**src/rtl/relm_div_pkg.sv**
```systemverilog
// Shared types and sub-op constants for the relm_custom iterative divide sequencer.
package relm_div_pkg;

  typedef enum logic [2:0] {
    ST_IDLE = 3'd0,
    ST_DIV  = 3'd1,
    ST_INIT = 3'd2,
    ST_LOOP = 3'd3,
    ST_MOD  = 3'd4,
    ST_DONE = 3'd5
  } div_state_e;

  // Custom-unit opcode (low bits of op_in) and divide sub-ops carried in x_in.
  localparam logic [2:0] DIV_OP    = 3'b101;
  localparam logic [1:0] X_DIVINIT = 2'b10;
  localparam logic [1:0] X_DIVLOOP = 2'b01;
  localparam logic [1:0] X_DIVMOD  = 2'b11;

endpackage

```
**src/rtl/relm_onehot_log2.sv**
```systemverilog
// Index of the set bit of a one-hot word; an all-zero word maps to index 0.
module relm_onehot_log2 #(
  parameter int WD = 32,
  parameter int LW = $clog2(WD)
) (
  input  logic [WD-1:0] onehot_i,
  output logic [LW-1:0] idx_o
);

  // OR together the indices of all set bits (exactly one for a valid one-hot input).
  always_comb begin
    idx_o = '0;
    for (int i = 0; i < WD; i++) begin
      if (onehot_i[i]) idx_o = idx_o | LW'(i);
    end
  end

endmodule

```
**src/rtl/relm_div_sequencer.sv**
```systemverilog
// Sequencer driving the shared relm_custom unit through DIV, DIVINIT, DIVLOOP and
// DIVMOD steps for one unsigned N/D request. The cb bus is {D, C, B}, each field WD
// bits wide, so WC is expected to equal 2*WD.
module relm_div_sequencer
  import relm_div_pkg::*;
#(
  parameter int WD  = 32,
  parameter int WOP = 5,
  parameter int WC  = 64
) (
  input  logic             clk,
  input  logic             rst,
  input  logic             req_valid,
  output logic             req_ready,
  input  logic [WD-1:0]    req_n,
  input  logic [WD-1:0]    req_d,
  output logic             res_valid,
  input  logic             res_ready,
  output logic [WD-1:0]    res_q,
  output logic [WD-1:0]    res_r,
  output logic             res_dz,
  output logic             cu_req,
  input  logic             cu_gnt,
  output logic [WOP-1:0]   cu_op,
  output logic             cu_opb,
  output logic [WD-1:0]    cu_x,
  output logic [WD-1:0]    cu_a,
  output logic [WD-1:0]    cu_xb,
  output logic [WC+WD-1:0] cu_cb,
  input  logic [WD-1:0]    cu_a_out,
  input  logic [WC+WD-1:0] cu_cb_out,
  input  logic [WD-1:0]    cu_mul_a,
  input  logic [WD-1:0]    cu_mul_x,
  output logic [2*WD-1:0]  cu_mul_ax
);

  localparam int LW = $clog2(WD);

  div_state_e        state_q;
  logic [WD-1:0]     a_q, xb_q, d_q, c_q, b_q;
  logic [WD-1:0]     quo_q, rem_q;
  logic              res_valid_q, res_dz_q, cu_req_q, req_ready_q;
  logic [WD-1:0]     out_d, out_c, out_b;
  logic [LW-1:0]     pd;

  assign out_d = cu_cb_out[WC+WD-1 -: WD];
  assign out_c = cu_cb_out[WD +: WD];
  assign out_b = cu_cb_out[WD-1:0];

  // In the DIV step the B field carries the one-hot MSB of D; pd is its position.
  relm_onehot_log2 #(.WD(WD), .LW(LW)) u_pd (
    .onehot_i (out_b),
    .idx_o    (pd)
  );

  assign req_ready = req_ready_q;
  assign res_valid = res_valid_q;
  assign res_q     = quo_q;
  assign res_r     = rem_q;
  assign res_dz    = res_dz_q;
  assign cu_req    = cu_req_q;
  assign cu_op     = WOP'(DIV_OP);
  assign cu_a      = a_q;
  assign cu_cb     = {d_q, c_q, b_q};
  assign cu_xb     = (state_q == ST_DIV) ? xb_q : '0;
  assign cu_mul_ax = (2*WD)'(cu_mul_a) * (2*WD)'(cu_mul_x);

  // Sub-op select: DIV uses opb=0, the three follow-on steps use opb=1 with x[WOP+1:WOP].
  always_comb begin
    cu_opb = 1'b0;
    cu_x   = '0;
    case (state_q)
      ST_INIT: begin cu_opb = 1'b1; cu_x[WOP+1:WOP] = X_DIVINIT; end
      ST_LOOP: begin cu_opb = 1'b1; cu_x[WOP+1:WOP] = X_DIVLOOP; end
      ST_MOD:  begin cu_opb = 1'b1; cu_x[WOP+1:WOP] = X_DIVMOD;  end
      default: ;
    endcase
  end

  // Control FSM and feedback registers; every issuing state holds unless granted.
  always_ff @(posedge clk) begin
    if (rst) begin
      state_q     <= ST_IDLE;
      a_q         <= '0;
      xb_q        <= '0;
      d_q         <= '0;
      c_q         <= '0;
      b_q         <= '0;
      quo_q       <= '0;
      rem_q       <= '0;
      res_valid_q <= 1'b0;
      res_dz_q    <= 1'b0;
      cu_req_q    <= 1'b0;
      req_ready_q <= 1'b1;
    end else begin
      case (state_q)
        ST_IDLE: begin
          if (req_valid) begin
            a_q         <= req_n;
            xb_q        <= req_d;
            req_ready_q <= 1'b0;
            if (req_d == '0) begin
              quo_q       <= '1;
              rem_q       <= req_n;
              res_dz_q    <= 1'b1;
              res_valid_q <= 1'b1;
              state_q     <= ST_DONE;
            end else begin
              res_dz_q <= 1'b0;
              cu_req_q <= 1'b1;
              state_q  <= ST_DIV;
            end
          end
        end
        ST_DIV: begin
          if (cu_gnt) begin
            d_q <= out_d;
            c_q <= out_c;
            b_q <= '0;
            // One-hot compare of MSBs: N < D in magnitude class, so the quotient is 0.
            if (cu_a_out < out_b) begin
              quo_q       <= '0;
              rem_q       <= a_q;
              res_valid_q <= 1'b1;
              cu_req_q    <= 1'b0;
              state_q     <= ST_DONE;
            end else begin
              a_q     <= cu_a_out >> pd;
              state_q <= ST_INIT;
            end
          end
        end
        ST_INIT: begin
          if (cu_gnt) begin
            a_q             <= cu_a_out;
            {d_q, c_q, b_q} <= cu_cb_out;
            state_q         <= ST_LOOP;
          end
        end
        ST_LOOP: begin
          if (cu_gnt) begin
            a_q             <= cu_a_out;
            {d_q, c_q, b_q} <= cu_cb_out;
            if (cu_a_out == '0) state_q <= ST_MOD;
          end
        end
        ST_MOD: begin
          if (cu_gnt) begin
            quo_q       <= out_b;
            rem_q       <= cu_a_out;
            res_valid_q <= 1'b1;
            cu_req_q    <= 1'b0;
            state_q     <= ST_DONE;
          end
        end
        ST_DONE: begin
          if (res_ready) begin
            res_valid_q <= 1'b0;
            req_ready_q <= 1'b1;
            state_q     <= ST_IDLE;
          end
        end
        default: begin
          state_q     <= ST_IDLE;
          res_valid_q <= 1'b0;
          cu_req_q    <= 1'b0;
          req_ready_q <= 1'b1;
        end
      endcase
    end
  end

endmodule

```
**config.mk**
```make
export PLATFORM = sky130hd
export DESIGN_NAME = relm_div_sequencer
export DESIGN_NICKNAME = d
export VERILOG_FILES = /design/src/rtl/relm_div_pkg.sv /design/src/rtl/relm_onehot_log2.sv /design/src/rtl/relm_div_sequencer.sv
export SDC_FILE = /design/constraint.sdc
export NUM_CORES = 2
export LEC_CHECK = 0
export CAP_MARGIN = 20
export CORE_ASPECT_RATIO = 2
export CORE_MARGIN = 2
export CORE_UTILIZATION = 60
export CTS_BUF_LIST = sky130_fd_sc_hd__clkbuf_4 sky130_fd_sc_hd__clkbuf_8
export CTS_CLUSTER_SIZE = 10
export DETAILED_ROUTE_END_ITERATION = 8
export HOLD_SLACK_MARGIN = 0.08
export MAX_ROUTING_LAYER = met4
export PLACE_DENSITY = 0.86
export SETUP_SLACK_MARGIN = 0.15
export SKIP_CTS_REPAIR_TIMING = 1
export SYNTH_ARGS = -nofsm -noshare
export SYNTH_HDL_FRONTEND = slang
export SYNTH_SLANG_ARGS = --single-unit
```
**constraint.sdc**
```tcl
create_clock -name clk -period 14.2 [get_ports clk]
set_clock_uncertainty 0.15 [all_clocks]
set_input_delay 2.13 -clock clk [delete_from_list [all_inputs] [get_ports clk]]
set_output_delay 2.13 -clock clk [all_outputs]
set_load 0.005 [all_outputs]
```
; Word level (Yosys, flattened, before mapping)
; Index checks and enable logic that the tools add are counted.
; Widths: inputs -> output; s select.
[classes]
mul = 1
n_lt_le_gt_ge = 1
eq_ne = 19
shifts = 1
muxes = 212
reduce_logical = 20
[ops]
columns = cell, n
row1 = $mux 32, 83
row2 = $pmux 32 s3, 5
row3 = $pmux 32 s4, 1
row4 = $mux 3, 35
row5 = $mux 5, 16
row6 = $logic_not 32->1, 2
row7 = $mul 32x32->64, 1
row8 = $mux 1, 57
row9 = $lt 32x32->1, 1
row10 = $mux 4, 8
row11 = $shr 32x5->32, 1
row12 = $ne 3x3->1 const B, 10
row13 = $pmux 3 s6, 1
row14 = $reduce_and 7->1, 2
row15 = $reduce_and 6->1, 2
row16 = $reduce_bool 4->1, 2
row17 = $eq 3x2->1 const B, 2
row18 = $eq 3x3->1 const B, 2
row19 = $ne 2x1->1 const B, 3
row20 = $pmux 2 s3, 1
row21 = $reduce_or 3->1, 2
row22 = $pmux 1 s5, 1
row23 = $reduce_bool 5->1, 1
row24 = $mux 2, 2
row25 = other kinds (11), 13
[word_totals]
reg_bits = 231
input_bits = 261
wordCells = 266

; Longest topological paths before layout
[depth]
ltp_word = 41
mapped_depth = 30
mapped_depth_nobuf = 28

; Modules after synthesis
; From an unflattened synthesis, not the netlist that was laid out.
[unflattened]
cells_unflattened = 5209
hier_area_um2 = 45308.5
[by_module_without_submodules]
columns = module, n_inst, cells_each, area_per_inst_um2
row1 = relm_div_sequencer, 1, 5185, 45170.8
row2 = relm_onehot_log2, 1, 24, 137.6

; Worst setup path before layout
; Ideal clock, no wire load.
[synth_timing]
path_type = input-to-output
start = in cu_mul_a[13]
end = out cu_mul_ax[44]
arrival_time_ns = 8.865
required_time_ns = 11.920
setup_slack_ns = 3.055
path_stages = 29
cell_sequence = clkbuf_1 > nand2_1 > fa_1 > inv_1 > fa_1 > inv_1 > fa_1 > inv_1 > fa_1 > inv_1 > fa_1 > inv_1 > fa_1 > fa_1 > inv_1 > fa_1 > inv_1 > ha_1 > clkbuf_1 > a21o_1 > a21o_1 > a21oi_1 > o21ai_0 > a21oi_1 > o311ai_0 > a221o_1 > a41oi_1 > nor2b_1 > xnor2_1
[synth_via]
elab_chain_cells = 1
[synth_lines]
columns = element, line_no
row1 = "start, declared", relm_div_sequencer.sv:32  ; input logic [WD-1:0] cu_mul_a,
row2 = $mul 32x32->64, relm_div_sequencer.sv:66  ; assign cu_mul_ax = (2*WD)'(cu_mul_a) * (2*WD)'(cu_mul_x);
row3 = "end, declared", relm_div_sequencer.sv:34  ; output logic [2*WD-1:0] cu_mul_ax
; No other way between the ends.

; Final worst setup path
[layout_timing]
start = in cu_mul_x[4]
end = out cu_mul_ax[63]
[layout_via]
elab_chain_cells = 1
[layout_lines]
columns = element, line_no
row1 = "start, declared", relm_div_sequencer.sv:33  ; input logic [WD-1:0] cu_mul_x,
row2 = $mul 32x32->64, relm_div_sequencer.sv:66
; No other way between the ends.

==> impl_metrics.yaml <==
status:
  status: "finished, final reports clean"
sta:
  finalCritPeriodShare: 0.981
  slew_viol_final: 0
  fin_crit_ps: 13930
  max-slew-margin-rel: 0.246
  rsz0062_at_grt: "false"
  hold_violations: 0
  setup_tns_ps: 0
  max_freq_mhz: 71.8
  max_slew.worst_pin.slew_ps: 1130
  setup_viol: 0
grt:
  grt_max_degree: 97
  grt_pass1_wl_um: 284000
  overflow: 0
  top_usage_layer: "met2"
  grtUsageMet2: 0.790
  grt_antenna_before_repair: 41
  grtUsageTotal: 0.537
  use_met1: 0.484
  grt_pass1_vias: 44280
  met3_usage: 0.273
routing:
  wirelength_um: 193000
  viasPerCell: 6.27
  vias: 41430
  antenna_left: 0
  wl_per_cell_um: 29.2
  drt_pass1_iterations: 9
  drc_errors: 0
  first_iter_violations: 4166
setup_path:
  crit_type: "input pin to output port"
  crit_path_end_kind: "output port"
  worstPathArrival_ps: 11650
  cp_max_fo: 13
  startpoint_type: "input pin"
  cp.required_ps: 11920
synthesis:
  synth_top_cell_area_share: 0.397
  synth.most_common_cell: "inv_1"
  synth.area.top_cells: "fa_1 (40%), dfxtp_1 (10%), and2_1 (8.3%), ha_1 (8.1%), inv_1 (7.6%)"
  synth_top_cells_by_count: "inv_1 (911), fa_1 (896), nand2_1 (843)"
  ys_warn_count: 0
  ys_dominant_reg_cell: "dfxtp_1"
  synth_cells: 5201
  synth.yosys.seq_area_share: 0.102
  async_flop_share: 0
  synth_area_mm2: 0.0451
  synth_edf_count: 0
  syn_area_per_cell_um2: 8.68
  synth_seq_cells: 231
  yosys.cell_types.count: 77
  synth_largest_area_cell: "fa_1"
clocking:
  clk_latency_ps: 660
  cts.clk_slew.worst_paths_ps: 60
  cts_tree: "built"
  clockRootBuffer: "clkbuf_8"
  clock_path_buffers: 3
  h-tree-depth: 2
  clock-sinks: 231
  numCtsBuffers: 36
min_path:
  hp-class: "flip-flop to flip-flop"
die:
  rows: 142
  core_area_mm2: 0.0746
  die_w_um: 198
  dieArea_mm2: 0.0776
  start_util: 0.605
  die-height_um: 392
  ios: 591
final_layout:
  layout-drive-gt1-share: 0.0481
  final_cell_count_no_fill: 6608
  nets: 7061
  area_growth_syn_to_layout_pct: 16.6
placed_design:
  portBuffers: 555
  hpwl_um: 148000
  gp_congestion: 1.14
  place_inst: 6505
run:
  max_cap_viol_count: 0
## state kept, by name (all words and copies together) (netlist names)
register / flops
b_q: 32
c_q: 32
cu_a: 32
cu_req: 1
d_q: 32
req_ready: 1
res_dz: 1
res_q: 32
res_r: 32
res_valid: 1
state_q: 3
xb_q: 32
## through the flow
step / hold WS [ps] / instance area [um2] / worst slack (ps) / util
floorplan: 282 / 45300 / 3050 / -
global placement: 288 / 51600 / 374 / 0.692
detailed placement: 294 / 51600 / 364 / 0.692
CTS: 301 / 52400 / 312 / 0.702
global route: 317 / 52600 / 151 / 0.705
finish: 301 / 52600 / 272 / 0.706
## metal layers
metal  routed length [um]  vias up
met2                87100     3032
met4                25900        0
li1                     -    16844
met3                27000     1309
met5                    0        -
met1                52800    20245
## final cells by class
class / count / area (um2)
Inverter: 912 / 3430
Multi-Input combinational cell: 3723 / 35800
Timing Repair Buffer: 706 / 6790
Sequential cell: 231 / 4620
Clock buffer: 51 / 627
Antenna cell: 39 / 97.6
Fill cell: 5875 / 22000
Clock inverter: 10 / 126
Tap cell: 936 / 1170
## cell usage in the layout, fill, tap and decap left out, types with 11 or more instances in the layout
cell | synthesis | final
o21ai_0 | 61 | 61
nor3_1 | 21 | 20
xor2_1 | 23 | 23
nand2_1 | 843 | 843
inv_1 | 911 | 909
a31oi_1 | 26 | 26
dlymetal6s2s_1 | 0 | 28
o21bai_1 | 12 | 12
fa_1 | 896 | 883
nand4_1 | 22 | 22
a311oi_1 | 42 | 42
a222oi_1 | 27 | 27
clkbuf_4 | 0 | 12
a21oi_1 | 252 | 252
buf_4 | 36 | 147
clkdlybuf4s50_1 | 0 | 526
o211ai_1 | 43 | 43
ha_1 | 294 | 294
diode_2 | 0 | 39
mux2i_1 | 76 | 76
dfxtp_1 | 231 | 231
a22oi_1 | 36 | 35
conb_1 | 2 | 35
mux2_2 | 11 | 11
nor4_1 | 24 | 24
xnor2_1 | 38 | 38
a211oi_1 | 14 | 14
a21o_1 | 50 | 50
clkbuf_8 | 0 | 39
nand3_1 | 60 | 59
nor2_1 | 102 | 97
and2_1 | 596 | 596
fa_2 | 0 | 13
## worst max-delay path: stages
cell and delay (ps):
clkdlybuf4s50_1 720, buf_4 360, and2_1 160, fa_1 480
inv_1 50, fa_1 430, fa_1 980, fa_1 510
inv_1 100, fa_1 460, fa_1 460, fa_1 850
fa_1 510, ha_1 460, nand4_1 210, a311oi_1 510
o21ai_0 230, buf_4 210, a21oi_1 260, nor2_1 90
buf_4 180, o31ai_2 380, a21oi_1 200, xnor2_1 170
clkdlybuf4s50_1 520
## logic make-up (layout without fill, tap and decap cells)
kind of cell    Yosys count  in the layout  share of synthesized area
simple gates           1723           1723                      0.186
fa+ha+maj              1190           1190                      0.479
other cells               2             74                   0.000166
mux                      89             89                     0.0202
buf+inv                1280           1679                      0.110
xor+xnor                 61             61                     0.0118
compound gates          625            625                     0.0904
flops                   231            231                      0.102
## final timing paths
path	from	endpoint	slack, ps	depth (start not counted)
worst max-delay path	cu_mul_x[4]	cu_mul_ax[63]	270	25
worst min register to register	res_q[12]	res_q[12]	300	2
worst max register to register	state_q[2]	cu_a[17]	9670	8
worst min-delay path	res_q[12]	res_q[12]	300	2
Power is not shown: default switching activity piles up to over one toggle a cycle in this logic, so the estimate is an artifact.
